File: src/rtl/mips_fetch_stage.sv
// MIPS-Lite instruction fetch: program counter, imem addressing and the IF/ID register.
// Defining FETCH_PERF_CNT_EN adds the fetch_count port and its saturating counter.
module mips_fetch_stage #(
   parameter int                ADDR_W   = 32,
   parameter logic [ADDR_W-1:0] RESET_PC = '0
) (
   input  logic              clk,
   input  logic              rst,
   output logic [ADDR_W-1:0] imem_addr,
   input  logic [31:0]       imem_rdata,
   input  logic              stall,
   input  logic              redirect_valid,
   input  logic [ADDR_W-1:0] redirect_pc,
   input  logic              halt_retired,
   output logic [31:0]       ifid_instr,
   output logic [ADDR_W-1:0] ifid_pc,
   output logic              ifid_valid,
   output logic              halted
`ifdef FETCH_PERF_CNT_EN
   ,
   output logic [31:0]       fetch_count
`endif
);

   localparam logic [5:0] OP_HALT = 6'h11;

   typedef enum logic [1:0] {
      RUN,
      HALT_PEND,
      HALTED
   } state_t;

   state_t            state;
   state_t            state_nxt;
   logic [ADDR_W-1:0] pc_p0;
   logic [ADDR_W-1:0] pc_nxt;
   logic [31:0]       instr_nxt;
   logic [ADDR_W-1:0] ipc_nxt;
   logic              vld_nxt;

   assign imem_addr = pc_p0;

   // FSM state register
   always_ff @(posedge clk or posedge rst) begin
      if (rst) begin
         state <= RUN;
      end else begin
         state <= state_nxt;
      end
   end

   // Priority: HALTED is terminal, then redirect, then stall, then the state action
   always_comb begin
      state_nxt = state;
      pc_nxt    = pc_p0;
      instr_nxt = ifid_instr;
      ipc_nxt   = ifid_pc;
      vld_nxt   = ifid_valid;
      if (state == HALTED) begin
         vld_nxt = 1'b0;
      end else if (redirect_valid) begin
         pc_nxt    = redirect_pc & ~ADDR_W'(3);
         instr_nxt = 32'h0;
         ipc_nxt   = '0;
         vld_nxt   = 1'b0;
         state_nxt = RUN;
      end else if (!stall) begin
         case (state)
            RUN: begin
               instr_nxt = imem_rdata;
               ipc_nxt   = pc_p0;
               vld_nxt   = 1'b1;
               if (imem_rdata[31:26] == OP_HALT) begin
                  state_nxt = HALT_PEND;
               end else begin
                  pc_nxt = pc_p0 + ADDR_W'(4);
               end
            end
            HALT_PEND: begin
               instr_nxt = 32'h0;
               ipc_nxt   = '0;
               vld_nxt   = 1'b0;
               if (halt_retired) begin
                  state_nxt = HALTED;
               end
            end
            default: begin
               state_nxt = RUN;
            end
         endcase
      end
   end

   // PC and IF/ID register
   always_ff @(posedge clk or posedge rst) begin
      if (rst) begin
         pc_p0      <= RESET_PC;
         ifid_instr <= 32'h0;
         ifid_pc    <= '0;
         ifid_valid <= 1'b0;
         halted     <= 1'b0;
      end else begin
         pc_p0      <= pc_nxt;
         ifid_instr <= instr_nxt;
         ifid_pc    <= ipc_nxt;
         ifid_valid <= vld_nxt;
         halted     <= (state_nxt == HALTED);
      end
   end

`ifdef FETCH_PERF_CNT_EN
   logic fetch_load;

   // Only a real RUN-state fetch loads a valid instruction; bubbles and holds do not count
   assign fetch_load = (state == RUN) && !redirect_valid && !stall;

   always_ff @(posedge clk or posedge rst) begin
      if (rst) begin
         fetch_count <= 32'h0;
      end else if (fetch_load && (fetch_count != 32'hFFFF_FFFF)) begin
         fetch_count <= fetch_count + 32'd1;
      end
   end
`endif

endmodule
File: config.mk
export PLATFORM = sky130hd
export DESIGN_NAME = mips_fetch_stage
export DESIGN_NICKNAME = d
export VERILOG_FILES = /design/src/rtl/mips_fetch_stage.sv
export SDC_FILE = /design/constraint.sdc
export NUM_CORES = 1
export LEC_CHECK = 0
export ABC_CLOCK_PERIOD_IN_PS = 4600
export CAP_MARGIN = 20
export CORE_MARGIN = 3
export CORE_UTILIZATION = 35
export DETAILED_ROUTE_END_ITERATION = 6
export DONT_BUFFER_PORTS = 1
export PLACE_DENSITY = 0.54
export SLEW_MARGIN = 40
export SYNTH_ARGS = -nofsm -noshare
export SYNTH_HDL_FRONTEND = slang
export SYNTH_SLANG_ARGS = --single-unit
File: constraint.sdc
create_clock -name clk -period 4.6 [get_ports clk]
set_clock_uncertainty 0.15 [all_clocks]
set_input_delay 0.46 -clock clk [delete_from_list [all_inputs] [get_ports clk]]
set_output_delay 0.46 -clock clk [all_outputs]
set_load 0.01 [all_outputs]
==> results of run 1 <==
-- cell usage in the layout (no fill, tap or decap), types with 2 or more instances in the layout --
cell type,Yosys,final
a211oi_1,6,6
a21o_1,2,2
a21oi_1,19,19
a22o_1,58,58
a22oi_1,2,2
a2bb2oi_1,3,3
a311oi_1,5,5
a32oi_1,3,3
and2_1,3,3
and3_1,8,8
and4_1,6,6
buf_4,6,4
clkbuf_16,0,10
clkinv_2,0,2
clkinv_4,0,2
conb_1,1,2
dfrtp_1,97,97
inv_1,6,5
inv_6,0,4
mux2i_1,2,2
nand2_1,22,22
nand3_1,10,10
nand3b_1,2,2
nand4_1,8,8
nor2_1,21,21
nor2_4,1,2
nor3_1,13,13
nor3b_1,4,4
nor4_1,7,6
nor4_2,1,2
o211ai_1,3,3
o21a_1,4,4
o21ai_0,14,14
o21ai_1,7,7
o22ai_1,10,10
o22ai_2,2,2
o2bb2ai_1,2,2
-- logic make-up after synthesis --
group | share of synthesized area (%)
AOI/OAI and AO/OA | 25.7
adders and majority gates | 0.283
buffers and inverters | 4.10
DFF | 54.9
muxes | 0.707
other | 0.0848
and+or+nand+nor | 14.3
-- power by group through the flow --
stage	Combinational, mW	Clock, mW	Sequential [mW]
after global placement	0.0512	0	0.904
after floorplan	0.0482	0	0.900
after detailed placement	0.0519	0	0.904
after CTS	0.0533	0.738	0.888
after global routing	0.0606	0.788	0.889
final	0.0517	0.715	0.888
-- metrics by stage --
| stage | utilization, % | hold WS [ns] | instance area (um^2) | cells |
|---|---|---|---|---|
| after floorplan | - | 0.364 | 4430 | 407 |
| after global placement | 37.2 | 0.369 | 4520 | 547 |
| after detailed placement | 37.3 | 0.364 | 4540 | 547 |
| after CTS | 39.7 | 0.0118 | 4830 | 564 |
| after global routing | 39.9 | 0.00368 | 4850 | 565 |
| final | 39.9 | 0.0323 | 4850 | 565 |
-- what timing repair did --
item / 4_1_cts / 5_1_grt
hold buffers: 1 / 0
setup buffers: 0 / 0
endpoints found under the hold margin: 52 / 0
-- critical path, delay by kind of cell, from the launching register on --
kind                       cells  cell delay (ns)
adders and majority gates      1             0.28
and+or+nand+nor                5             1.37
DFF                            1             0.56
-- area by class of cell --
class,count,area share [%]
clock buffer,9,4.64
clock inverter,7,1.11
inverter,6,0.567
multi-input combinational,272,38.0
sequential,97,50.0
tap,168,4.33
timing repair buffer,6,1.34
-- flip-flops by register name, indices dropped and copies added (netlist names) --
register	flops
ifid_instr	32
ifid_valid	1
imem_addr	30
state	2
halted	1
ifid_pc	31
-- worst paths after layout --
path                           startpoint             to  slack [ns]  cells past startpoint
setup / recovery             imem_addr[2]  imem_addr[28]        2.12                      6
hold / removal             redirect_valid     ifid_valid        0.03                      1
setup reg to reg             imem_addr[2]  imem_addr[28]        2.12                      6
hold reg to reg                ifid_pc[2]     ifid_pc[2]        0.42                      1
max in group asynchronous             rst  imem_addr[11]        2.87                      3
min in group asynchronous             rst  ifid_instr[9]        0.52                      2
-- metal layers --
layer | track usage [%] | part of all wire, % | routed length (um) | vias up
met1 | 24.0 | 44 | 5490 | 1703
met3 | 7.18 | 9.7 | 1210 | 17
met2 | 27.3 | 44 | 5540 | 148
met5 | 0 | 0 | 0 | -
met4 | 7.02 | 2.1 | 260 | 0
li1 | - | - | - | 1540
==> impl_metrics.ini, run 1 <==
[power_and_ir_drop]
p_int_mw = 1.26
power.leakage_nw = 2.09
p_per_area_nw_per_um2 = 341
power_switching_mw = 0.394
power_switching_share_pct = 23.8
pwr-share-seq_pct = 53.7
combPwrFrac_pct = 3.1
pwr-share-clk_pct = 43.2
power_mw = 1.65
peakVddDrop_mv = 0.125

[detailed_routing]
drcViolationCount = 0
vias = 3408
drt_wl_total_um = 12500
via_per_inst = 6.03
dr.pass1.iters = 4
first_iter_violations = 175
wl_per_cell_um = 22.1
ant_nets = 0

[sta]
fin_crit_sh_pct = 53.9
timing.final.crit_period_ns = 2.48
tns_ns = 0
slew_headroom_pct = 53.4
drv_slew = 0
finalWorstSetupSlack_ns = 2.12
rsz0062_at_grt = false
fmax_ghz = 0.403
setup_viol = 0
hold_viol = 0
tightest_slew_ns = 0.698

[cells_and_area]
antenna_cells = 0
drive_above_1_share_pct = 9.32
nFillCells = 1190
nNetsFinal = 462
multiInputGateArea_um2 = 1840
area_growth_pct = 9.73
regArea_um2 = 2430

[placement]
io_buffers = 0
place_hpwl_um = 8720
pre_cts_ws_ns = 2.02
place.gp.congestion = 0.796

[die]
die_w_um = 118
core.rowCount = 40
die_h_um = 118
die-area_um2 = 14000
placeableCoreArea_um2 = 12200
start_util_pct = 36.4
ios = 167

[clock_tree]
clkSinkCount = 97
clk_pin_slew_ns = 0.07
insertion_delay_ns = 0.35
clock_path_buffers = 2
root_buffer = clkbuf_16
cts_resized = 0
numCtsBuffers = 9
h-tree-depth = 3
cts_tree = yes

[worst_setup_path]
required_ns = 4.67
cpPeakStageDelay_ns = 0.56
start_kind = flop
critPathSlowestCell = dfrtp_1
worstSetupPathType = flop to flop
crit_path_max_fanout = 8
end_kind = flop
cp_data_arrival_time_ns = 2.55
worstPathCellList = ha_1 > and3_1 > nand4_1 > nor4b_1 > nor3b_1 > nand3b_1

[yosys]
yosys.area.top_type_share_pct = 54.9
netlist_instances = 406
async_reset_ff_share_pct = 100
synthDistinctLibCells = 57
synth_edf_count = 0
synth_common_cells = dfrtp_1 (97), a22o_1 (58), nand2_1 (22), nor2_1 (21), a21oi_1 (19)
yosys_register_bits = 97
postSynthAreaPerCell_um2 = 10.9
synth.most_common_cell = dfrtp_1
synth_flop_cell = dfrtp_1
syn-cell-area_um2 = 4420
synth_warnings = 0
synthTopCellsByArea = dfrtp_1 (55%), a22o_1 (11%), a21oi_1 (2.1%), nand2_1 (1.9%), nor2_1 (1.8%)
synth_largest_area_cell = dfrtp_1
seq_area_frac_synth_pct = 54.9

[global_routing]
grt_max_degree = 62
grt_pass1_vias = 3369
grtUsageTotal_pct = 18.3
antenna_found_initial = 0
grt_pass1_wl_um = 20100
overflow = 0

[job]
cap_violations = 0

[worst_hold_path]
hold_class = input pin to flop

[status]
status = completed
Note: power is estimated with default switching activity, not from simulation.
==> run 2, diff against run 1 <==
--- a/config.mk
+++ b/config.mk
@@ -5,13 +5,13 @@
 export SDC_FILE = /design/constraint.sdc
 export NUM_CORES = 1
 export LEC_CHECK = 0
-export ABC_CLOCK_PERIOD_IN_PS = 4600
+export ABC_CLOCK_PERIOD_IN_PS = 2200
 export CAP_MARGIN = 20
 export CORE_MARGIN = 3
 export CORE_UTILIZATION = 35
 export DETAILED_ROUTE_END_ITERATION = 6
 export DONT_BUFFER_PORTS = 1
-export PLACE_DENSITY = 0.54
+export PLACE_DENSITY = 0.56
 export SLEW_MARGIN = 40
 export SYNTH_ARGS = -nofsm -noshare
 export SYNTH_HDL_FRONTEND = slang
==> constraint.sdc (replaced) <==
create_clock -name clk -period 2.2 [get_ports clk]
set_clock_uncertainty 0.15 [all_clocks]
set_input_delay 0.22 -clock clk [delete_from_list [all_inputs] [get_ports clk]]
set_output_delay 0.22 -clock clk [all_outputs]
set_load 0.01 [all_outputs]
==> run 2 against run 1 <==
Sequential power is 110% higher. Worst setup slack lost 2.0 ns. Sequential share of layout area is 8.7 points lower. Global-route usage rose by 1.6 points. Flip-flop and latch count stayed put. Die area is the same. Critical path type unchanged. Register-to-register slack lost 2.0 ns.
==> impl_metrics.ini, run 2 (synthesis results as in run 1) <==
[worst_setup_path]
start_kind = flop
cp_data_arrival_time_ns = 2.21
path_buf_inv = 2
cp_top_family = simple AND/OR/NAND/NOR gates
critPathSlowestCell = dfrtp_1
r2r_slack_ns = 0.10
worstPathCellList = buf_4 > and4_1 > nand4_1 > buf_4 > nor4_1 > a21oi_1 > o211ai_1
worstSetupPathType = flop to flop
r2r_cells = 7
cpPeakStageDelay_ns = 0.42
rr_startpoint = imem_addr[2]
r2r-end = imem_addr[17]
crit_path_max_fanout = 5
end_kind = flop
crit_top_cell = buf_4
required_ns = 2.32

[worst_hold_path]
hp-start = redirect_valid
hold_class = input pin to flop
hold_path_depth = 2
whs_endpoint = imem_addr[30]

[status]
status = completed

[cells_and_area]
final_common_cell = dfrtp_1
area_growth_pct = 32.9
antenna_cells = 0
largest_reg_flops = 32
nFillCells = 1138
nNetsFinal = 568
drive_above_1_share_pct = 16.1
multiInputGateArea_um2 = 1840
largest-register = ifid_instr
final_cell_mix = dfrtp_1 (97), dlygate4sd3_1 (65), a22o_1 (58)
regArea_um2 = 2430

[sta]
fin_crit_sh_pct = 95.3
tightest_slew_ns = 0.682
setup_viol = 0
slew_headroom_pct = 54.5
tns_ns = 0
fmax_ghz = 0.477
timing.final.crit_period_ns = 2.10
rsz0062_at_grt = false
drv_slew = 0
hold_viol = 0

[power_and_ir_drop]
peakVddDrop_mv = 0.355
p_per_area_nw_per_um2 = 631
power_mw = 3.71
power.leakage_nw = 2.59

[global_routing]
overflow = 0
met2_usage_pct = 31.1
grt_pass1_wl_um = 22100
grtUsageTotal_pct = 19.9
antenna_found_initial = 0
use_met3_pct = 6.17
grt_pass1_vias = 4006
met1_usage_pct = 25.6
grt_max_degree = 64
grt.busiest_layer = met2

[die]
ios = 167
die_h_um = 118
placeableCoreArea_um2 = 12200
die-area_um2 = 14000
core.rowCount = 40
start_util_pct = 36.4
die_w_um = 118

[clock_tree]
clock_path_buffers = 2
cts_tree = yes
numCtsBuffers = 9
clk_pin_slew_ns = 0.07
postCtsSetupBuffers = 0
root_buffer = clkbuf_16
h-tree-depth = 3
insertion_delay_ns = 0.35
clkSinkCount = 97

[placement]
place.gp.congestion = 0.902
place_hpwl_um = 9480
io_buffers = 0

[detailed_routing]
wl_per_cell_um = 20.8
vias = 3841
dr.pass1.iters = 5
ant_nets = 0
first_iter_violations = 214
via_per_inst = 5.72
drcViolationCount = 0
drt_wl_total_um = 13900

[job]
cap_violations = 0
[run 2: worst register-to-register path, cell delays in order, from the launching register on]
cell and delay, ns:
dfrtp_1 0.42, buf_4 0.18, and4_1 0.29, nand4_1 0.29, buf_4 0.25, nor4_1 0.22
a21oi_1 0.07, o211ai_1 0.16
[run 2: layout make-up]
type / instances / share of cell area [%]
flip-flops and latches: 97 / 41.3
inverters: 6 / 0.447
clock buffers: 11 / 4.30
repair buffers: 112 / 17.9
multi-input cells: 272 / 31.4
clock inverters: 5 / 1.09
well taps: 168 / 3.58
[run 2: through the flow]
stage | area [um^2] | worst slack (ns) | instances | hold slack, ns | util [%]
3_3_place_gp | 4880 | 0.167 | 589 | 0.145 | 40.1
2_1_floorplan | 4430 | 0.224 | 407 | 0.193 | -
4_1_cts | 5860 | 0.0706 | 671 | 0.00201 | 48.2
3_5_place_dp | 4880 | 0.0998 | 589 | 0.149 | 40.1
6_report | 5880 | 0.103 | 671 | 0.00742 | 48.3
5_1_grt | 5880 | 0.000456 | 671 | 0.0343 | 48.3
[run 2: what timing repair did]
action                                 4_1_cts  5_1_grt
endpoints found under the hold margin      161        0
setup endpoints to repair                    0        5
hold buffers                                66        0
resized for setup                            0        3
[run 2: routing by layer]
layer  vias up  routed length [um]
met5         -                   0
met4         0                 323
met3        28                1220
met2       162                6480
met1      1898                5930
li1       1753                   -
[run 2: how the worst max path moves through the flow]
stage,from,end,slack (ns),cells after the start
2_1_floorplan,imem_addr[2],imem_addr[28],0.22,6
3_3_place_gp,imem_addr[2],imem_addr[28],0.17,6
3_5_place_dp,imem_addr[2],imem_addr[28],0.1,6
4_1_cts,imem_addr[2],imem_addr[28],0.07,6
5_1_grt,imem_addr[2],imem_addr[30],0.0005,8
6_report,imem_addr[2],imem_addr[17],0.10,7
[run 2: power by group]
group	internal (mW)	total [mW]	leakage, nW	switching, mW
clock	0.949	1.63	0.152	0.678
combinational	0.123	0.226	1.15	0.103
sequential	1.81	1.85	1.29	0.0390
==> run 3, diff against run 2 <==
--- a/config.mk
+++ b/config.mk
@@ -12,6 +12,7 @@
 export DETAILED_ROUTE_END_ITERATION = 6
 export DONT_BUFFER_PORTS = 1
 export PLACE_DENSITY = 0.56
+export SETUP_SLACK_MARGIN = 0.5
 export SLEW_MARGIN = 40
 export SYNTH_ARGS = -nofsm -noshare
 export SYNTH_HDL_FRONTEND = slang
==> run 3 against run 2 <==
Routed wire length grew 7.3%. Critical path depth is the same. Combinational power grew 4%. Core utilization grew 3.5 points. Non-clock buffer count grew 11. Clock power shrank 4%. Clock-buffer cell count shrank 2. Register-to-register slack gained 0.21 ns. Sequential share of layout area shrank 2.6 points. Largest cell class unchanged. Highest routed layer unchanged.
==> impl_metrics.ini, run 3 (synthesis results as in run 1) <==
[cells_and_area]
drive_above_1_share_pct = 26.1
nNetsFinal = 579
multiInputGateArea_um2 = 2090
final_common_cell = dfrtp_1
stdcell_count = 681
finalCoreUtilization_pct = 51.9
post-route-cell-area_um2 = 6310
largest_reg_flops = 32
largest-register = ifid_instr
antenna_cells = 0
nFillCells = 1061
final_cell_mix = dfrtp_1 (87), dlygate4sd3_1 (64), a22o_1 (58)
area_growth_pct = 42.6
regArea_um2 = 2440

[clock_tree]
cts_tree = yes
root_buffer = clkbuf_16
clkSinkCount = 97
numCtsBuffers = 9
clk_pin_slew_ns = 0.07
insertion_delay_ns = 0.34
clock_path_buffers = 2
h-tree-depth = 3

[sta]
timing.final.crit_period_ns = 1.89
whs_ns = 0.00993
drv_slew = 0
setup_viol = 0
tns_ns = 0
rsz0062_at_grt = true
hold_viol = 0
fmax_ghz = 0.530
fin_crit_sh_pct = 85.7
finalWorstSetupSlack_ns = 0.315

[detailed_routing]
ant_nets = 0
via_per_inst = 5.87
drt_wl_total_um = 15000
vias = 3998
drcViolationCount = 0
first_iter_violations = 254
wl_per_cell_um = 22.0
dr.pass1.iters = 5

[worst_hold_path]
hold_class = input pin to flop
whs_endpoint = halted
hold_path_depth = 3
hp-start = stall

[global_routing]
overflow = 0
grt_max_degree = 60
grtUsageTotal_pct = 20.0
grt_pass1_vias = 3905
antenna_found_initial = 0
grt_pass1_wl_um = 22300

[worst_setup_path]
start_kind = flop
cp_data_arrival_time_ns = 1.96
end_kind = flop
crit_path_max_fanout = 8
r2r-end = imem_addr[28]
r2r_cells = 7
worstSetupPathType = flop to flop
required_ns = 2.27
rr_startpoint = imem_addr[2]
r2r_slack_ns = 0.31

[die]
start_util_pct = 36.4
die_w_um = 118
die-area_um2 = 14000
die_h_um = 118
core.rowCount = 40
placeableCoreArea_um2 = 12200
ios = 167

[placement]
pre_cts_ws_ns = 0.205
place_hpwl_um = 9290
dp.cells = 580
io_buffers = 0
place.gp.congestion = 0.842
placed_cell_area_um2 = 4900

[power_and_ir_drop]
power_mw = 3.65
p_per_area_nw_per_um2 = 579
power.leakage_nw = 2.75
peakVddDrop_mv = 0.299

[job]
cap_violations = 0

[status]
status = completed
==> run 3: changes by cell type in the layout (fill, tap and decap cells not counted), moves of 3 or more <==
cell,before,now
nor3_2,0,3
nor4_4,0,5
dfrtp_2,0,10
dfrtp_1,97,87
a21oi_1,19,15
clkbuf_16,9,13
nor3_4,0,3
o21ai_0,14,11
nor2_1,20,17
buf_6,0,7
a21oi_2,1,4
nor3_1,13,7
nor4_1,6,1
==> run 3: worst max-delay path: stages, from the launching register on <==
cell	delay, ns
dfrtp_2	0.49
ha_4	0.19
and3_4	0.20
nand4_1	0.11
buf_6	0.16
nor4b_4	0.23
nor3b_1	0.08
nand3b_1	0.15
==> run 3: where the power goes <==
part           internal, mW  switching, mW  total [mW]
combinational         0.129          0.107       0.235
clock                 0.879          0.683        1.56
sequential             1.81         0.0409        1.85
==> run 3: repair_timing <==
action                                 in CTS  in global routing
hold buffers                               64                  1
setup endpoints to repair                  84                 89
pin swaps                                  13                 17
cloned                                      1                  4
gates resized for setup                    28                 26
setup buffers                               9                  7
endpoints found under the hold margin     162                  1
==> run 3: area by class of cell <==
type,instances,share of cell area (%)
tap,168,3.33
inverter,6,0.417
clock inverter,6,1.07
clock buffer,9,3.57
timing repair buffer,123,19.8
sequential,97,38.7
multi-input combinational,272,33.1
==> run 3: worst max path at each step <==
stage	endpoint	slack, ns	start
after global routing	imem_addr[30]	0.21	imem_addr[2]
after global placement	imem_addr[29]	0.24	imem_addr[2]
after floorplan	imem_addr[29]	0.37	imem_addr[23]
after detailed placement	imem_addr[29]	0.20	imem_addr[2]
final	imem_addr[28]	0.31	imem_addr[2]
after CTS	imem_addr[28]	0.33	imem_addr[2]
==> run 3: routing by layer <==
layer | GRT usage (%) | up-vias | wire, um
li1 | - | 1769 | -
met1 | 26.0 | 2024 | 6280
met2 | 32.0 | 186 | 7150
met3 | 5.98 | 19 | 1290
met4 | 6.81 | 0 | 239
met5 | 0 | - | 0
